==> src/rtl/unum_pkg.sv <==
// Shared constants for the quire-to-posit back end: posit format, quire
// geometry and the drain FSM state encoding.
package unum_pkg;

    localparam int WORD_W = 64;
    localparam int QWORDS = 8;
    localparam int NBITS  = 32;
    localparam int ES     = 2;

    // Scale window representable by a 32-bit es=2 posit: useed^30 = 2^120.
    localparam logic signed [9:0] MAX_SCALE = 10'sd120;

    localparam logic [NBITS-1:0] POSIT_MAXPOS = 32'h7FFF_FFFF;
    localparam logic [NBITS-1:0] POSIT_MINPOS = 32'h0000_0001;
    localparam logic [NBITS-1:0] POSIT_NAR    = 32'h8000_0000;
    localparam logic [NBITS-1:0] POSIT_ZERO   = 32'h0000_0000;

    typedef logic [2:0] state_t;

    localparam state_t S_LOAD   = 3'd0;
    localparam state_t S_ABS    = 3'd1;
    localparam state_t S_SEARCH = 3'd2;
    localparam state_t S_NORM   = 3'd3;
    localparam state_t S_ENCODE = 3'd4;
    localparam state_t S_OUT    = 3'd5;

endpackage

==> src/rtl/lzc64.sv <==
// 64-bit leading-zero counter. The count is 7 bits wide so that an all-zero
// word can report 64.
module lzc64 (
    input  logic [63:0] din,
    output logic [6:0]  cnt
);

    // Scan upward so the highest set bit has the final say.
    always_comb begin
        cnt = 7'd64;
        for (int i = 0; i < 64; i++) begin
            if (din[i]) cnt = 7'(63 - i);
        end
    end

endmodule

==> src/rtl/quire_to_unum.sv <==
// Drains a 512-bit two's-complement quire word-serially, takes its magnitude,
// normalises around the leading one and rounds to a 32-bit es=2 posit
// (round-to-nearest-even, saturating, NaR override).
module quire_to_unum
    import unum_pkg::*;
#(
    parameter int QWORDS_P = QWORDS,
    parameter int QBIAS    = 256
) (
    input  logic        clk,
    input  logic        rst,
    input  logic        in_valid,
    output logic        in_ready,
    input  logic [63:0] in_data,
    input  logic        in_inf,
    output logic        out_valid,
    input  logic        out_ready,
    output logic [31:0] out_unum,
    output logic        busy
);

    localparam int CW = $clog2(QWORDS_P);

    state_t                        state;
    logic [QWORDS_P-1:0][63:0]     q;
    logic [CW-1:0]                 cnt;
    logic                          inf_l;
    logic                          sign;
    logic                          carry;
    logic [QWORDS_P-1:0]           nz;
    logic [CW-1:0]                 w;
    logic                          zero;
    logic [9:0]                    s;
    logic [31:0]                   frac;
    logic                          stk;

    assign in_ready = (state == S_LOAD);
    assign busy     = (state != S_LOAD);

    // ABS: one word of the serial negate per cycle; carry-in is 1 on word 0.
    logic [64:0] neg_sum;
    logic        cin;
    always_comb begin
        cin     = (cnt == '0) ? 1'b1 : carry;
        neg_sum = sign ? ({1'b0, ~q[cnt]} + 65'(cin)) : {1'b0, q[cnt]};
    end

    // SEARCH: index of the most significant nonzero magnitude word.
    logic [CW-1:0] w_n;
    always_comb begin
        w_n = '0;
        for (int i = 0; i < QWORDS_P; i++) begin
            if (nz[i]) w_n = CW'(i);
        end
    end

    // NORM: left-justify the two-word window on the leading one of word w.
    logic [63:0]  hi, lo;
    logic [6:0]   p;
    logic [126:0] win;
    logic         stk_nz;
    logic [9:0]   s_n;

    lzc64 u_lzc (.din(hi), .cnt(p));

    always_comb begin
        hi     = q[w];
        lo     = (w == '0) ? 64'd0 : q[w - CW'(1)];
        win    = 127'({hi, lo} << p);
        stk_nz = 1'b0;
        for (int j = 0; j < QWORDS_P; j++) begin
            if (j + 1 < int'(w)) stk_nz = stk_nz | nz[j];
        end
        s_n = 10'({w, 6'd0}) + 10'd63 - 10'(p) - 10'(QBIAS);
    end

    // ENCODE: an arithmetic right shift of {~neg, neg, e, frac} lays down the
    // regime run (k+1 ones then 0, or -k zeros then 1) ahead of e and frac.
    logic signed [9:0] ss;
    logic              neg;
    logic [4:0]        amt;
    logic [95:0]       v, r;
    logic [30:0]       body, body_f;
    logic              guard, st_all;
    logic [31:0]       rnd;
    logic [31:0]       res;
    always_comb begin
        ss     = s;
        neg    = s[9];
        amt    = neg ? ~s[6:2] : s[6:2];
        v      = {~neg, neg, s[1:0], frac, 60'd0};
        r      = $signed(v) >>> amt;
        body   = r[95:65];
        guard  = r[64];
        st_all = stk | (|r[63:0]);
        rnd    = {1'b0, body} + 32'(guard & (body[0] | st_all));
        if (ss > MAX_SCALE || rnd[31])
            body_f = POSIT_MAXPOS[30:0];
        else if (ss < -MAX_SCALE)
            body_f = POSIT_MINPOS[30:0];
        else
            body_f = rnd[30:0];
        res = sign ? (32'd0 - {1'b0, body_f}) : {1'b0, body_f};
        if (zero)  res = POSIT_ZERO;
        if (inf_l) res = POSIT_NAR;
    end

    // Drain FSM and datapath registers.
    always_ff @(posedge clk or negedge rst) begin
        if (!rst) begin
            state     <= S_LOAD;
            q         <= '0;
            cnt       <= '0;
            inf_l     <= 1'b0;
            sign      <= 1'b0;
            carry     <= 1'b0;
            nz        <= '0;
            w         <= '0;
            zero      <= 1'b0;
            s         <= '0;
            frac      <= '0;
            stk       <= 1'b0;
            out_valid <= 1'b0;
            out_unum  <= '0;
        end else begin
            case (state)
                S_LOAD: begin
                    if (in_valid) begin
                        q[cnt] <= in_data;
                        inf_l  <= inf_l | in_inf;
                        cnt    <= cnt + CW'(1);
                        if (cnt == CW'(QWORDS_P - 1)) begin
                            sign  <= in_data[63];
                            state <= S_ABS;
                        end
                    end
                end
                S_ABS: begin
                    q[cnt]  <= neg_sum[63:0];
                    carry   <= neg_sum[64];
                    nz[cnt] <= |neg_sum[63:0];
                    cnt     <= cnt + CW'(1);
                    if (cnt == CW'(QWORDS_P - 1)) state <= S_SEARCH;
                end
                S_SEARCH: begin
                    w     <= w_n;
                    zero  <= ~|nz;
                    state <= S_NORM;
                end
                S_NORM: begin
                    s     <= s_n;
                    frac  <= win[126:95];
                    stk   <= (|win[94:0]) | stk_nz;
                    state <= S_ENCODE;
                end
                S_ENCODE: begin
                    out_unum  <= res;
                    out_valid <= 1'b1;
                    state     <= S_OUT;
                end
                S_OUT: begin
                    if (out_ready) begin
                        out_valid <= 1'b0;
                        cnt       <= '0;
                        inf_l     <= 1'b0;
                        state     <= S_LOAD;
                    end
                end
                default: state <= S_LOAD;
            endcase
        end
    end

endmodule
==> config.mk <==
export PLATFORM = sky130hd
export DESIGN_NAME = quire_to_unum
export DESIGN_NICKNAME = d
export VERILOG_FILES = /design/src/rtl/unum_pkg.sv /design/src/rtl/lzc64.sv /design/src/rtl/quire_to_unum.sv
export SDC_FILE = /design/constraint.sdc
export NUM_CORES = 2
export LEC_CHECK = 0
export ABC_AREA = 0
export CAP_MARGIN = 20
export CELL_PAD_IN_SITES_DETAIL_PLACEMENT = 1
export CELL_PAD_IN_SITES_GLOBAL_PLACEMENT = 2
export CORE_ASPECT_RATIO = 1.4
export CORE_MARGIN = 8
export CORE_UTILIZATION = 44
export CTS_CLUSTER_DIAMETER = 30
export DETAILED_ROUTE_END_ITERATION = 10
export PLACE_DENSITY = 0.85
export SLEW_MARGIN = 30
export SYNTH_ARGS = -nofsm -noshare
export SYNTH_HDL_FRONTEND = slang
export SYNTH_SLANG_ARGS = --single-unit
==> constraint.sdc <==
create_clock -name clk -period 13.52 [get_ports clk]
set_clock_uncertainty 0.1 [all_clocks]
set_input_delay 1.352 -clock clk [delete_from_list [all_inputs] [get_ports clk]]
set_output_delay 1.352 -clock clk [all_outputs]
set_load 0.01 [all_outputs]
==> out/qor.yml <==
synthTopCellsByArea: "dfrtp_1, mux4_2, mux2i_1"
fin_hold_ws_ns: 0.378
root_buffer: "clkbuf_16"
cp.required_ns: 14.04
htree_levels: 4
placed_area_mm2: 0.0532
grt_max_degree: 172
wl_per_cell_um: 35.3
final.period_utilization_pct: 68.8
drive_above_1_share_pct: 15.8
area_growth_pct: 13.0
firstDrtPassIters: 8
io_pins: 104
cts_hold_buf: 0
cp-end-kind: "flop"
outcome: "finished, final reports clean"
avgSynthCellArea_um2: 8.75
cts_setup_buffers: 0
dp_hpwl_mm: 181
vias: 52600
cp-start-kind: "flop"
grt_overflow: 0
cts_buffer_depth: 3
setup_viol: 0
worst-setup-path-type: "flop to flop"
worstHoldPathType: "flop to flop"
period_minus_slack_ns: 9.30
async_reset_ff_share_pct: 100
synth_cell_types: 124
drv_cap: 0
cts_buffers: 133
layout.nets: 5836
routed_wl_mm: 260
first_iter_violations: 5552
grt_util_all_layers_pct: 39.6
grt_pass1_vias: 53500
critPathMaxFanout: 80
cts_tree: "built"
synth-edff-count: 0
yosys_register_bits: 609
synth_cells: 5858
slew_headroom_pct: 27.0
start_util_pct: 44.2
port_buffers: 103
yosysTopAreaCellShare_pct: 29.7
coreArea_mm2: 0.116
fmax_ghz: 0.108
postRouteAntennaNets: 0
utilization_pct: 50.0
final_common_cell: "nand2_1"
antenna_found_initial: 5
clk_pin_slew_ns: 0.05
arrival_ns: 9.82
fin_area_mm2: 0.0580
synth_area_leader_cell: "dfrtp_1"
slew_violations: 0
ctsResizeCount: 0
synth_area_mm2: 0.0513
finalHoldViolations: 0
routabilityCongestion: 1.06
die_h_um: 420
clk_latency_ns: 0.79
viasPerCell: 7.14
yosysSeqAreaShare_pct: 29.7
syn-num-nets: 5943
tightest_slew_ns: 1.07
cts.sinks: 609
setup_tns_ns: 0
drcViolationCount: 0
dieArea_mm2: 0.128
ys_warn_count: 0
rows: 148
synth_top_flop_cell: "dfrtp_1"
rsz0062_at_grt: "false"
final_cell_mix: "nand2_1, o21ai_0, dfrtp_1"
die_x_um: 305
grt_pass1_wl_mm: 379
==> final timing paths <==
| path | startpoint | end | slack (ns) | depth (start not counted) |
|---|---|---|---|---|
| max in group asynchronous | rst | q[500] | 9.93 | 5 |
| worst max-delay path | w[0] | stk | 4.22 | 19 |
| worst max register to register | w[0] | stk | 4.22 | 19 |
| min in group asynchronous | rst | q[0] | 0.45 | 1 |
| worst min register to register | out_unum[1] | out_unum[1] | 0.38 | 2 |
| worst min-delay path | out_unum[1] | out_unum[1] | 0.38 | 2 |
==> cells in the mapped netlist, types with 52 or more instances <==
library cell,n
a211oi_1,63
a21oi_1,322
a22oi_1,93
buf_2,92
clkbuf_1,282
dfrtp_1,609
mux2_2,119
mux2i_1,399
mux4_2,279
nand2_1,1040
nand3_1,97
nor2_1,338
nor3_1,103
o21ai_0,729
o22ai_1,151
xnor2_1,60
xor2_1,52
==> stage by stage <==
stage,setup slack [ns],std cells
global placement,4.56,7106
finish,4.22,7360
global route,4.06,7355
CTS,4.32,7348
floorplan,7.36,5858
detailed placement,4.36,7109
==> state kept, by name, indices dropped and copies added, names as in the netlist <==
signal     cells
state          3
stk            1
q            512
s             10
zero           1
w              3
carry          1
out_unum      32
nz             8
frac          32
sign           1
inf_l          1
out_valid      1
cnt            3
==> layout make-up <==
class / instances / area [um2]
antenna: 5 / 12.5
clock buffer: 163 / 3640
clock inverter: 76 / 860
fill: 13300 / 58000
inverter: 54 / 203
multi-input combinational: 4705 / 33800
sequential: 609 / 15300
tap: 1500 / 1880
timing repair buffer: 248 / 2330
==> cell families (layout without fill, tap and decap cells) <==
logic type               count (synthesis)  count (layout)  share of synthesized area, %
AO/OA/AOI/OAI                         1851            1851                          22.6
adder cells (fa/ha/maj)                 19              19                         0.464
AND/OR/NAND/NOR                       1906            1906                          16.5
other                                    0               5                             0
flip-flops                             609             609                          29.7
XOR/XNOR                               113             113                          1.94
buffers and inverters                  544             541                          5.21
multiplexers                           816             816                          23.5
==> worst max-delay path, cell delays in order, from the launching register on <==
cell       delay [ns]
dfrtp_4          0.86
buf_4            0.61
buf_4            0.79
mux4_1           0.44
nor2b_1          0.16
or3_1            0.36
a311oi_2         0.65
nand3_1          0.55
o21ai_4          0.71
buf_4            0.86
mux2i_1          0.40
o22a_1           0.48
o21a_1           0.22
mux2i_1          0.30
o32ai_1          0.52
nand4_1          0.20
o21ai_1          0.16
o2111ai_1        0.16
o41ai_2          0.35
a21oi_1          0.11
==> per-layer routing <==
metal,vias up,wire length [um],track usage (%)
met4,2,23300,29.7
met5,-,11,0
met1,26700,94600,46.6
li1,21900,-,-
met2,2978,119000,63.3
met3,1023,22800,9.11
Power is not shown: default switching activity piles up to over one toggle a cycle in this logic, so the estimate is an artifact.
